`src/rtl/spad_stream_loader_if.sv`:
```
// Valid/ready stream bundle used for the scratchpad load stream and the result output stream.
interface spad_stream_loader_if #(
    parameter int WIDTH = 64
);
    logic [WIDTH-1:0] data;
    logic             valid;
    logic             ready;

    modport master (output data, output valid, input ready);
    modport slave  (input data, input valid, output ready);
endinterface

```
`src/rtl/spad_stream_loader.sv`:
```
// Host-side sequencer: streams words into the core's scratchpads, enables routing, then
// buffers ofmap results in a show-ahead FIFO and reports completion once it has drained.
module spad_stream_loader #(
    parameter int DATA_WIDTH  = 64,
    parameter int ADDR_WIDTH  = 8,
    parameter int NUM_SPADS   = 2,
    parameter int SEL_WIDTH   = 2,
    parameter int IFMAP_SPAD  = 1,
    parameter int OFMAP_WIDTH = 16,
    parameter int FIFO_DEPTH  = 16,
    parameter int GAP_CYCLES  = 2
) (
    input  logic                            i_clk,
    input  logic                            i_nrst,
    input  logic                            i_start,
    input  logic                            i_abort,
    input  logic [NUM_SPADS*ADDR_WIDTH-1:0] i_len,
    spad_stream_loader_if.slave             in_stream,
    output logic                            o_write_en,
    output logic [ADDR_WIDTH-1:0]           o_write_addr,
    output logic [SEL_WIDTH-1:0]            o_spad_select,
    output logic [DATA_WIDTH-1:0]           o_data_out,
    output logic [ADDR_WIDTH-1:0]           o_i_addr_end,
    output logic                            o_route_en,
    input  logic [OFMAP_WIDTH-1:0]          i_ofmap,
    input  logic                            i_ofmap_valid,
    input  logic                            i_core_done,
    spad_stream_loader_if.master            out_stream,
    output logic                            o_overflow,
    output logic                            o_busy,
    output logic                            o_done
);
    localparam int IDX_W = $clog2(NUM_SPADS + 1);
    localparam int GAP_W = $clog2(GAP_CYCLES + 1);
    localparam int PTR_W = $clog2(FIFO_DEPTH);

    localparam logic [IDX_W-1:0] IDX_END  = IDX_W'(NUM_SPADS);
    localparam logic [GAP_W-1:0] GAP_LAST = GAP_W'(GAP_CYCLES - 1);

    typedef enum logic [2:0] {
        S_IDLE,
        S_SETUP,
        S_LOAD,
        S_GAP,
        S_RUN,
        S_DRAIN,
        S_DONE
    } state_t;

    state_t state, state_next;

    logic [NUM_SPADS*ADDR_WIDTH-1:0] len_q;
    logic [IDX_W-1:0]                idx;
    logic [ADDR_WIDTH-1:0]           word_cnt;
    logic [GAP_W-1:0]                gap_cnt;
    logic [ADDR_WIDTH-1:0]           cur_len;
    logic                            load_ready;
    logic                            beat;
    logic                            last_beat;

    logic [OFMAP_WIDTH-1:0] mem [FIFO_DEPTH];
    logic [PTR_W:0]         wr_ptr, rd_ptr;
    logic                   fifo_empty, fifo_full;
    logic                   push_req, push_ok, pop;

    // Length of the spad currently selected; zero once every spad has been visited.
    always_comb begin
        cur_len = '0;
        for (int k = 0; k < NUM_SPADS; k++) begin
            if (idx == IDX_W'(k)) begin
                cur_len = len_q[k*ADDR_WIDTH +: ADDR_WIDTH];
            end
        end
    end

    assign load_ready      = (state == S_LOAD);
    assign in_stream.ready = load_ready;
    assign beat            = in_stream.valid && load_ready;
    assign last_beat       = beat && (word_cnt == cur_len - ADDR_WIDTH'(1));

    always_ff @(posedge i_clk or negedge i_nrst) begin
        if (!i_nrst) begin
            state <= S_IDLE;
        end else begin
            state <= state_next;
        end
    end

    always_comb begin
        state_next = state;
        o_route_en = 1'b0;
        o_done     = 1'b0;
        o_busy     = (state != S_IDLE);
        if (i_abort) begin
            state_next = S_IDLE;
        end else begin
            case (state)
                S_IDLE:  if (i_start) state_next = S_SETUP;
                S_SETUP: begin
                    if (idx == IDX_END) begin
                        state_next = S_GAP;
                    end else if (cur_len != '0) begin
                        state_next = S_LOAD;
                    end
                end
                S_LOAD:  if (last_beat) state_next = S_SETUP;
                S_GAP:   if (gap_cnt == GAP_LAST) state_next = S_RUN;
                S_RUN:   if (i_core_done) state_next = S_DRAIN;
                S_DRAIN: if (fifo_empty) state_next = S_DONE;
                S_DONE:  state_next = S_IDLE;
                default: state_next = S_IDLE;
            endcase
        end
        if (state == S_RUN) begin
            o_route_en = 1'b1;
        end
        if (state == S_DONE) begin
            o_done = 1'b1;
        end
    end

    // Write strobe lags the accepted beat by one cycle; address and data hold between beats.
    always_ff @(posedge i_clk or negedge i_nrst) begin
        if (!i_nrst) begin
            len_q         <= '0;
            idx           <= '0;
            word_cnt      <= '0;
            gap_cnt       <= '0;
            o_write_en    <= 1'b0;
            o_write_addr  <= '0;
            o_spad_select <= '0;
            o_data_out    <= '0;
            o_i_addr_end  <= '0;
        end else if (i_abort) begin
            o_write_en    <= 1'b0;
            o_write_addr  <= '0;
            o_spad_select <= '0;
            o_data_out    <= '0;
        end else begin
            o_write_en <= beat;
            if (beat) begin
                o_write_addr  <= word_cnt;
                o_spad_select <= SEL_WIDTH'(idx);
                o_data_out    <= in_stream.data;
                word_cnt      <= word_cnt + ADDR_WIDTH'(1);
                if (last_beat) begin
                    idx <= idx + IDX_W'(1);
                end
            end
            case (state)
                S_IDLE: begin
                    if (i_start) begin
                        len_q        <= i_len;
                        o_i_addr_end <= i_len[IFMAP_SPAD*ADDR_WIDTH +: ADDR_WIDTH] - ADDR_WIDTH'(1);
                        idx          <= '0;
                    end
                end
                S_SETUP: begin
                    if (idx == IDX_END) begin
                        gap_cnt <= '0;
                    end else if (cur_len == '0) begin
                        idx <= idx + IDX_W'(1);
                    end else begin
                        word_cnt <= '0;
                    end
                end
                S_GAP:   gap_cnt <= gap_cnt + GAP_W'(1);
                default: ;
            endcase
        end
    end

    assign fifo_empty = (wr_ptr == rd_ptr);
    assign fifo_full  = (wr_ptr[PTR_W] != rd_ptr[PTR_W]) &&
                        (wr_ptr[PTR_W-1:0] == rd_ptr[PTR_W-1:0]);
    assign push_req   = i_ofmap_valid && ((state == S_RUN) || (state == S_DRAIN));
    assign pop        = out_stream.valid && out_stream.ready;
    // A full FIFO still takes a result when the head leaves in the same cycle.
    assign push_ok    = push_req && (!fifo_full || pop);

    assign out_stream.valid = !fifo_empty;
    assign out_stream.data  = fifo_empty ? '0 : mem[rd_ptr[PTR_W-1:0]];

    always_ff @(posedge i_clk) begin
        if (push_ok && !i_abort) begin
            mem[wr_ptr[PTR_W-1:0]] <= i_ofmap;
        end
    end

    always_ff @(posedge i_clk or negedge i_nrst) begin
        if (!i_nrst) begin
            wr_ptr     <= '0;
            rd_ptr     <= '0;
            o_overflow <= 1'b0;
        end else if (i_abort) begin
            wr_ptr <= '0;
            rd_ptr <= '0;
        end else begin
            if (push_ok) begin
                wr_ptr <= wr_ptr + (PTR_W+1)'(1);
            end
            if (pop) begin
                rd_ptr <= rd_ptr + (PTR_W+1)'(1);
            end
            if ((state == S_IDLE) && i_start) begin
                o_overflow <= 1'b0;
            end else if (push_req && !push_ok) begin
                o_overflow <= 1'b1;
            end
        end
    end
endmodule
```
`src/flat_wrapper.sv`:
```
// flat-port wrapper written by rule: the top's interface ports become plain ports
module spad_stream_loader_flat 
#(
    parameter int DATA_WIDTH  = 64,
    parameter int ADDR_WIDTH  = 8,
    parameter int NUM_SPADS   = 2,
    parameter int SEL_WIDTH   = 2,
    parameter int IFMAP_SPAD  = 1,
    parameter int OFMAP_WIDTH = 16,
    parameter int FIFO_DEPTH  = 16,
    parameter int GAP_CYCLES  = 2
)
  (i_clk, i_nrst, i_start, i_abort, i_len, o_write_en, o_write_addr, o_spad_select, o_data_out, o_i_addr_end, o_route_en, i_ofmap, i_ofmap_valid, i_core_done, o_overflow, o_busy, o_done, in_stream_data, in_stream_valid, in_stream_ready, out_stream_data, out_stream_valid, out_stream_ready);
  spad_stream_loader_if in_stream_i ();
  spad_stream_loader_if out_stream_i ();
  input  logic i_clk;
  input  logic i_nrst;
  input  logic i_start;
  input  logic i_abort;
  input  logic [NUM_SPADS*ADDR_WIDTH-1:0] i_len;
  output logic o_write_en;
  output logic [ADDR_WIDTH-1:0] o_write_addr;
  output logic [SEL_WIDTH-1:0] o_spad_select;
  output logic [DATA_WIDTH-1:0] o_data_out;
  output logic [ADDR_WIDTH-1:0] o_i_addr_end;
  output logic o_route_en;
  input  logic [OFMAP_WIDTH-1:0] i_ofmap;
  input  logic i_ofmap_valid;
  input  logic i_core_done;
  output logic o_overflow;
  output logic o_busy;
  output logic o_done;
  input wire logic [$bits(in_stream_i.data)-1:0] in_stream_data;
  input wire logic [$bits(in_stream_i.valid)-1:0] in_stream_valid;
  output wire logic [$bits(in_stream_i.ready)-1:0] in_stream_ready;
  output wire logic [$bits(out_stream_i.data)-1:0] out_stream_data;
  output wire logic [$bits(out_stream_i.valid)-1:0] out_stream_valid;
  input wire logic [$bits(out_stream_i.ready)-1:0] out_stream_ready;
  assign in_stream_i.data = in_stream_data;
  assign in_stream_i.valid = in_stream_valid;
  assign in_stream_ready = in_stream_i.ready;
  assign out_stream_data = out_stream_i.data;
  assign out_stream_valid = out_stream_i.valid;
  assign out_stream_i.ready = out_stream_ready;
  spad_stream_loader #(.DATA_WIDTH(DATA_WIDTH), .ADDR_WIDTH(ADDR_WIDTH), .NUM_SPADS(NUM_SPADS), .SEL_WIDTH(SEL_WIDTH), .IFMAP_SPAD(IFMAP_SPAD), .OFMAP_WIDTH(OFMAP_WIDTH), .FIFO_DEPTH(FIFO_DEPTH), .GAP_CYCLES(GAP_CYCLES)) u_core (.i_clk(i_clk), .i_nrst(i_nrst), .i_start(i_start), .i_abort(i_abort), .i_len(i_len), .in_stream(in_stream_i), .o_write_en(o_write_en), .o_write_addr(o_write_addr), .o_spad_select(o_spad_select), .o_data_out(o_data_out), .o_i_addr_end(o_i_addr_end), .o_route_en(o_route_en), .i_ofmap(i_ofmap), .i_ofmap_valid(i_ofmap_valid), .i_core_done(i_core_done), .out_stream(out_stream_i), .o_overflow(o_overflow), .o_busy(o_busy), .o_done(o_done));
endmodule
```
`config.mk`:
```
export PLATFORM = sky130hd
export DESIGN_NAME = spad_stream_loader_flat
export DESIGN_NICKNAME = d
export VERILOG_FILES = /design/src/rtl/spad_stream_loader_if.sv /design/src/rtl/spad_stream_loader.sv /design/src/flat_wrapper.sv
export SDC_FILE = /design/constraint.sdc
export NUM_CORES = 1
export LEC_CHECK = 0
export ABC_AREA = 1
export BUFFER_PORTS_ARGS = -buffer_cell sky130_fd_sc_hd__buf_2
export CAP_MARGIN = 25
export CORE_ASPECT_RATIO = 0.75
export CORE_MARGIN = 2
export CORE_UTILIZATION = 43
export DETAILED_ROUTE_END_ITERATION = 10
export PLACE_DENSITY = 0.61
export SYNTH_ARGS = -nofsm -noshare
export SYNTH_HDL_FRONTEND = slang
export SYNTH_SLANG_ARGS = --single-unit
```
`constraint.sdc`:
```
create_clock -name i_clk -period 4.21 [get_ports i_clk]
set_input_delay 0.842 -clock i_clk [delete_from_list [all_inputs] [get_ports i_clk]]
set_output_delay 0.842 -clock i_clk [all_outputs]
set_load 0.05 [all_outputs]
```
After elaboration in Yosys (flattened, before gate mapping):

Memories as Yosys holds them, arrays and structs flattened.
Index checks and enable logic that the tools add are counted.

* memories: 1
* word-level logic and storage cells: 112
* bits in registers: 125
* output and inout bits: 153
* memory bits (writable): 256

Memory list
* u_core.mem: depth 16, bits a word 16, read ports 1, clocked after memory_dff 0, write ports 1, line spad_stream_loader.sv:61 `logic [OFMAP_WIDTH-1:0] mem [FIFO_DEPTH];`

* add/subtract/negate cells: 7
* multiplexer cells: 41
* reduce and logical (&&, ||, !) cells: 29
* bitwise operators: 1
* equal/unequal tests: 20

Operator list (count)
* 2-to-1 mux 64 bit: 2
* 2-to-1 mux 8 bit: 8
* 2-to-1 mux 3 bit: 8
* 2-to-1 mux 5 bit: 4
* case mux 3 bit (6 select lines): 1
* 2-to-1 mux 16 bit: 1
* 2-to-1 mux 2 bit: 8
* subtractor 8 x 1 -> 8 bit (second input constant): 2
* adder 5 x 1 -> 5 bit (second input constant): 2
* nonzero test 2 bit: 5
* == test 3 bit (second input constant): 3
* logical AND 1 bit: 9
* != test 3 bit (second input constant): 3
* adder 8 x 1 -> 8 bit (second input constant): 1
* == test 8 bit: 1
* logical NOT 8 bit: 1
* case mux 2 bit (2 select lines): 2
* nonzero test 8 bit: 1
* 2-to-1 mux 1 bit: 7
* == test 3 x 2 -> 1 bit (second input constant): 2
* != test 3 x 2 -> 1 bit (second input constant): 2
* AND reduction 3 bit: 2
* AND reduction 6 bit: 1
* == test 5 bit: 1
* other kinds (15): 21

Longest topological paths before layout:

* word-level depth: 11
* mapped depth: 21
* gate-level depth less buffers: 20

Worst setup path after synthesis:

No wires, ideal clock.

* kind: register to output
* start point: register u_core.rd_ptr[0]
* end point: output out_stream_data[0]
* arrival time: 2.206 ns
* setup slack: 1.162 ns
* data required time: 3.368 ns
* stages on the path, launching flop included: 8
* cell sequence: dfrtp_1 -> inv_2 -> clkbuf_1 -> clkbuf_1 -> nor2_1 -> o32ai_1 -> nand2_1 -> a31oi_1

* word-level cells in the longest chain between the ends: 2
* elaborated cells on any way between the ends: 3

RTL lines
* from (decl): line spad_stream_loader.sv:62 `logic [PTR_W:0] wr_ptr, rd_ptr;`
* from (signal assigned): line spad_stream_loader.sv:203 `rd_ptr <= rd_ptr + (PTR_W+1)'(1);`
* memory read (16 x 16 bit) or == test 5 bit (tied branches)
* 2-to-1 mux 16 bit (*): line spad_stream_loader.sv:182 `assign out_stream.data = fifo_empty ? '0 : mem[rd_ptr[PTR_W-1:0]];`
* to (decl): line flat_wrapper.sv:36 `output wire logic [$bits(out_stream_i.data)-1:0] out_stream_data;`

Every way passes the cells marked *; elsewhere a longest branch is shown, timed or not.

Worst setup path in the final report:

* start point: register u_core.rd_ptr[1]
* end point: output out_stream_data[8]

The elaborated chain is that of the path after synthesis.

==> flow_metrics.tcl <==
set metrics [dict create \
    status "finished clean" \
    crit_chain "xor2_1, a21oi_1, nand3_2, inv_1, a31oi_1, buf_2" \
    clkSlewWorstSetupHoldPaths_ns 0.06 \
    cts_hold_buffers 0 \
    dieArea_um2 39700 \
    rows 61 \
    final.fill_count 3313 \
    cts_tree "built" \
    yosysSeqAreaShare 0.660 \
    yosysTopAreaCellShare 0.469 \
    ir_drop_mv 0.268 \
    grt_pass1_wl_um 65200 \
    syn-instance-count 1496 \
    r2r_start "u_core.rd_ptr[2]$_DFFE_PN0P_" \
    fp.dieW_um 229 \
    powerDensity_nw_per_um2 540 \
    grt-ovfl-total 0 \
    root_buffer "clkbuf_16" \
    wl_um 41800 \
    yosys_warnings 0 \
    layout.nets 1816 \
    final.setup.tns_ns 0 \
    critPathLaunch "u_core.rd_ptr[1]$_DFFE_PN0P_" \
    crit_path_end_kind "output pin" \
    clock.fmax_ghz 0.255 \
    postSynth.asyncResetShare 0.328 \
    portBuffers 208 \
    area_delta_synth_final_pct 16.4 \
    cts.repair.resized 0 \
    synth_area_leader_cell "edfxtp_1" \
    final_area_um2 19100 \
    start_kind "register" \
    worstPathBufferInverterCount 2 \
    die_h_um 173 \
    setup_violations 0 \
    crit_fanout 57 \
    via_per_inst 5.22 \
    synth_edf_count 256 \
    grt_start_max_net_pins 89 \
    postSynthAreaPerCell_um2 11.0 \
    io_pins 257 \
    drc 0 \
    synth_area_um2 16400 \
    hpwl_um 25600 \
    cts_buffers 39 \
    synth.top_cells.by_area "edfxtp_1, dfrtp_1, nand2_1, nor2_1, nand3_1" \
    hold_viol_final 0 \
    fin_crit_sh 0.931 \
    stdcell_count 2231 \
    core_area_um2 37300 \
    finalMaxSlewViolations 0 \
    place.gp.congestion 0.819 \
    clock_skew_ns 0.0268 \
    vias 11600 \
    start_util 0.439 \
    clock_path_buffers 3 \
    drv_cap 0 \
    drt-initial-drc-count 1048 \
    wl_per_cell_um 18.7 \
    slew_headroom 0.372 \
    dr.pass1.iters 5 \
    p_leak_nw 7.99 \
    yosysUniqueCellTypes 42 \
    slowest_stage "dfrtp_4" \
    synth_most_common_cell "nand2_1" \
    ant_nets 0 \
    arrival_ns 3.08 \
    critPathTopFamily "buffers and inverters" \
    max_stage_delay_ns 0.83 \
    place_area_um2 17900 \
    worst_pin_slew_ns 0.941 \
    total_power_mw 10.3 \
    cp.required_ns 3.37 \
    antenna_found_initial 2 \
    synth_commonest_cells "nand2_1, edfxtp_1, nor2_1" \
    rsz0062_at_grt "false" \
    drive_gt1_frac 0.194 \
    synth_ff_type "edfxtp_1" \
    dp.cells 2161 \
    clock_tree.htree_level_count 2 \
    track_usage 0.208 \
    crit_type "register to output pin" \
    period_minus_slack_ns 3.92 \
    first_global_vias 11200 \
    clock-sinks 381 \
    insertion_delay_ns 0.55 \
    hold_path_class "input port to asynchronous set/reset pin" \
    synth_seq_cells 381 \
]
[worst register-to-register path: stages (launching register included)]
cell,delay (ns)
dfrtp_1,0.64
buf_4,0.28
xor2_1,0.17
nor2_1,0.08
nand3_2,0.13
nand2_2,0.14
nand2_1,0.11
nand2_1,0.08
inv_2,0.10
nand2_1,0.14
nor2_2,0.53
buf_4,0.35
[worst paths after layout]
| check | end | slack (ns) | cells after the start |
|---|---|---|---|
| hold reg to reg | u_core.len_q[0]$_DFFE_PN0P_ | 0.48 | 2 |
| setup / recovery | out_stream_data[8] | 0.29 | 6 |
| min in group i_clk | u_core.len_q[0]$_DFFE_PN0P_ | 0.48 | 2 |
| setup reg to reg | u_core.mem[9][9]$_DFFE_PP_ | 1.15 | 11 |
| hold / removal | u_core.o_data_out[22]$_DFFE_PN0P_ | 0.28 | 1 |
| max in group asynchronous | u_core.o_i_addr_end[1]$_DFFE_PN0P_ | 3.01 | 2 |
[placed cells by master (no fill, tap or decap), types with 15 or more instances in the layout]
cell / Yosys / final
nand2_1: 299 / 299
edfxtp_1: 256 / 256
buf_2: 14 / 207
nor2_1: 215 / 202
dfrtp_1: 125 / 123
nand3_1: 112 / 112
o21ai_0: 96 / 96
inv_1: 53 / 53
conb_1: 1 / 48
o32ai_1: 39 / 39
clkbuf_16: 0 / 39
buf_4: 50 / 31
mux2i_1: 25 / 25
o221ai_1: 25 / 25
a31oi_1: 19 / 19
nor2_2: 4 / 16
a21oi_1: 15 / 15
[metrics by stage]
step                      worst slack (ns)  hold slack, ns  utilization
after floorplan                       1.16           0.442            -
after global placement               0.822           0.464        0.480
after detailed placement             0.757           0.463        0.480
after CTS                            0.179           0.297        0.511
after global routing                 0.153           0.329        0.511
final                                0.293           0.282        0.511
[registers in the layout (all words and copies together), names as in the netlist, 3 cells and up]
register	cells
u_core.wr_ptr	5
u_core.word_cnt	8
u_core.state	3
u_core.o_write_addr	8
u_core.mem	256
u_core.len_q	16
u_core.o_data_out	64
u_core.o_i_addr_end	8
u_core.rd_ptr	5
[layer usage]
metal  vias up  track usage  share of wire
li1       5516            -              -
met1      5657        0.312           0.46
met2       396        0.309           0.44
met3        69       0.0452          0.076
met4         2       0.0498          0.020
met5         -            0        0.00031
[final cells by class]
class / instances / area [µm²] / share of cell area
Tap cell: 504 / 631 / 0.0330
Sequential cell: 381 / 10800 / 0.567
Clock buffer: 52 / 1020 / 0.0537
Antenna cell: 1 / 2.50 / 0.000131
Inverter: 63 / 238 / 0.0125
Clock inverter: 16 / 134 / 0.00701
Multi-Input combinational cell: 971 / 4860 / 0.255
Timing Repair Buffer: 243 / 1370 / 0.0717
[cells by family (layout without fill, tap and decap cells)]
family	after synthesis	in the layout	share of synthesized area
xor+xnor	14	14	0.00748
buf+inv	191	374	0.0572
compound gates	212	212	0.0831
mux	25	25	0.0153
fa+ha+maj	13	13	0.00992
simple gates	659	659	0.167
flops	381	381	0.660
other cells	1	49	0.000229
[timing repair]
item	CTS	global route
setup endpoints to repair	0	1
setup buffers	0	1
endpoints found under the hold margin	0	0
[where the power goes]
part | total (mW) | internal [mW] | switching (mW)
combinational | 2.68 | 0.735 | 1.94
sequential | 4.41 | 4.23 | 0.173
clock | 3.21 | 1.78 | 1.43
total | 10.3 | 6.75 | 3.55
Note: power is estimated with default switching activity, not from simulation.
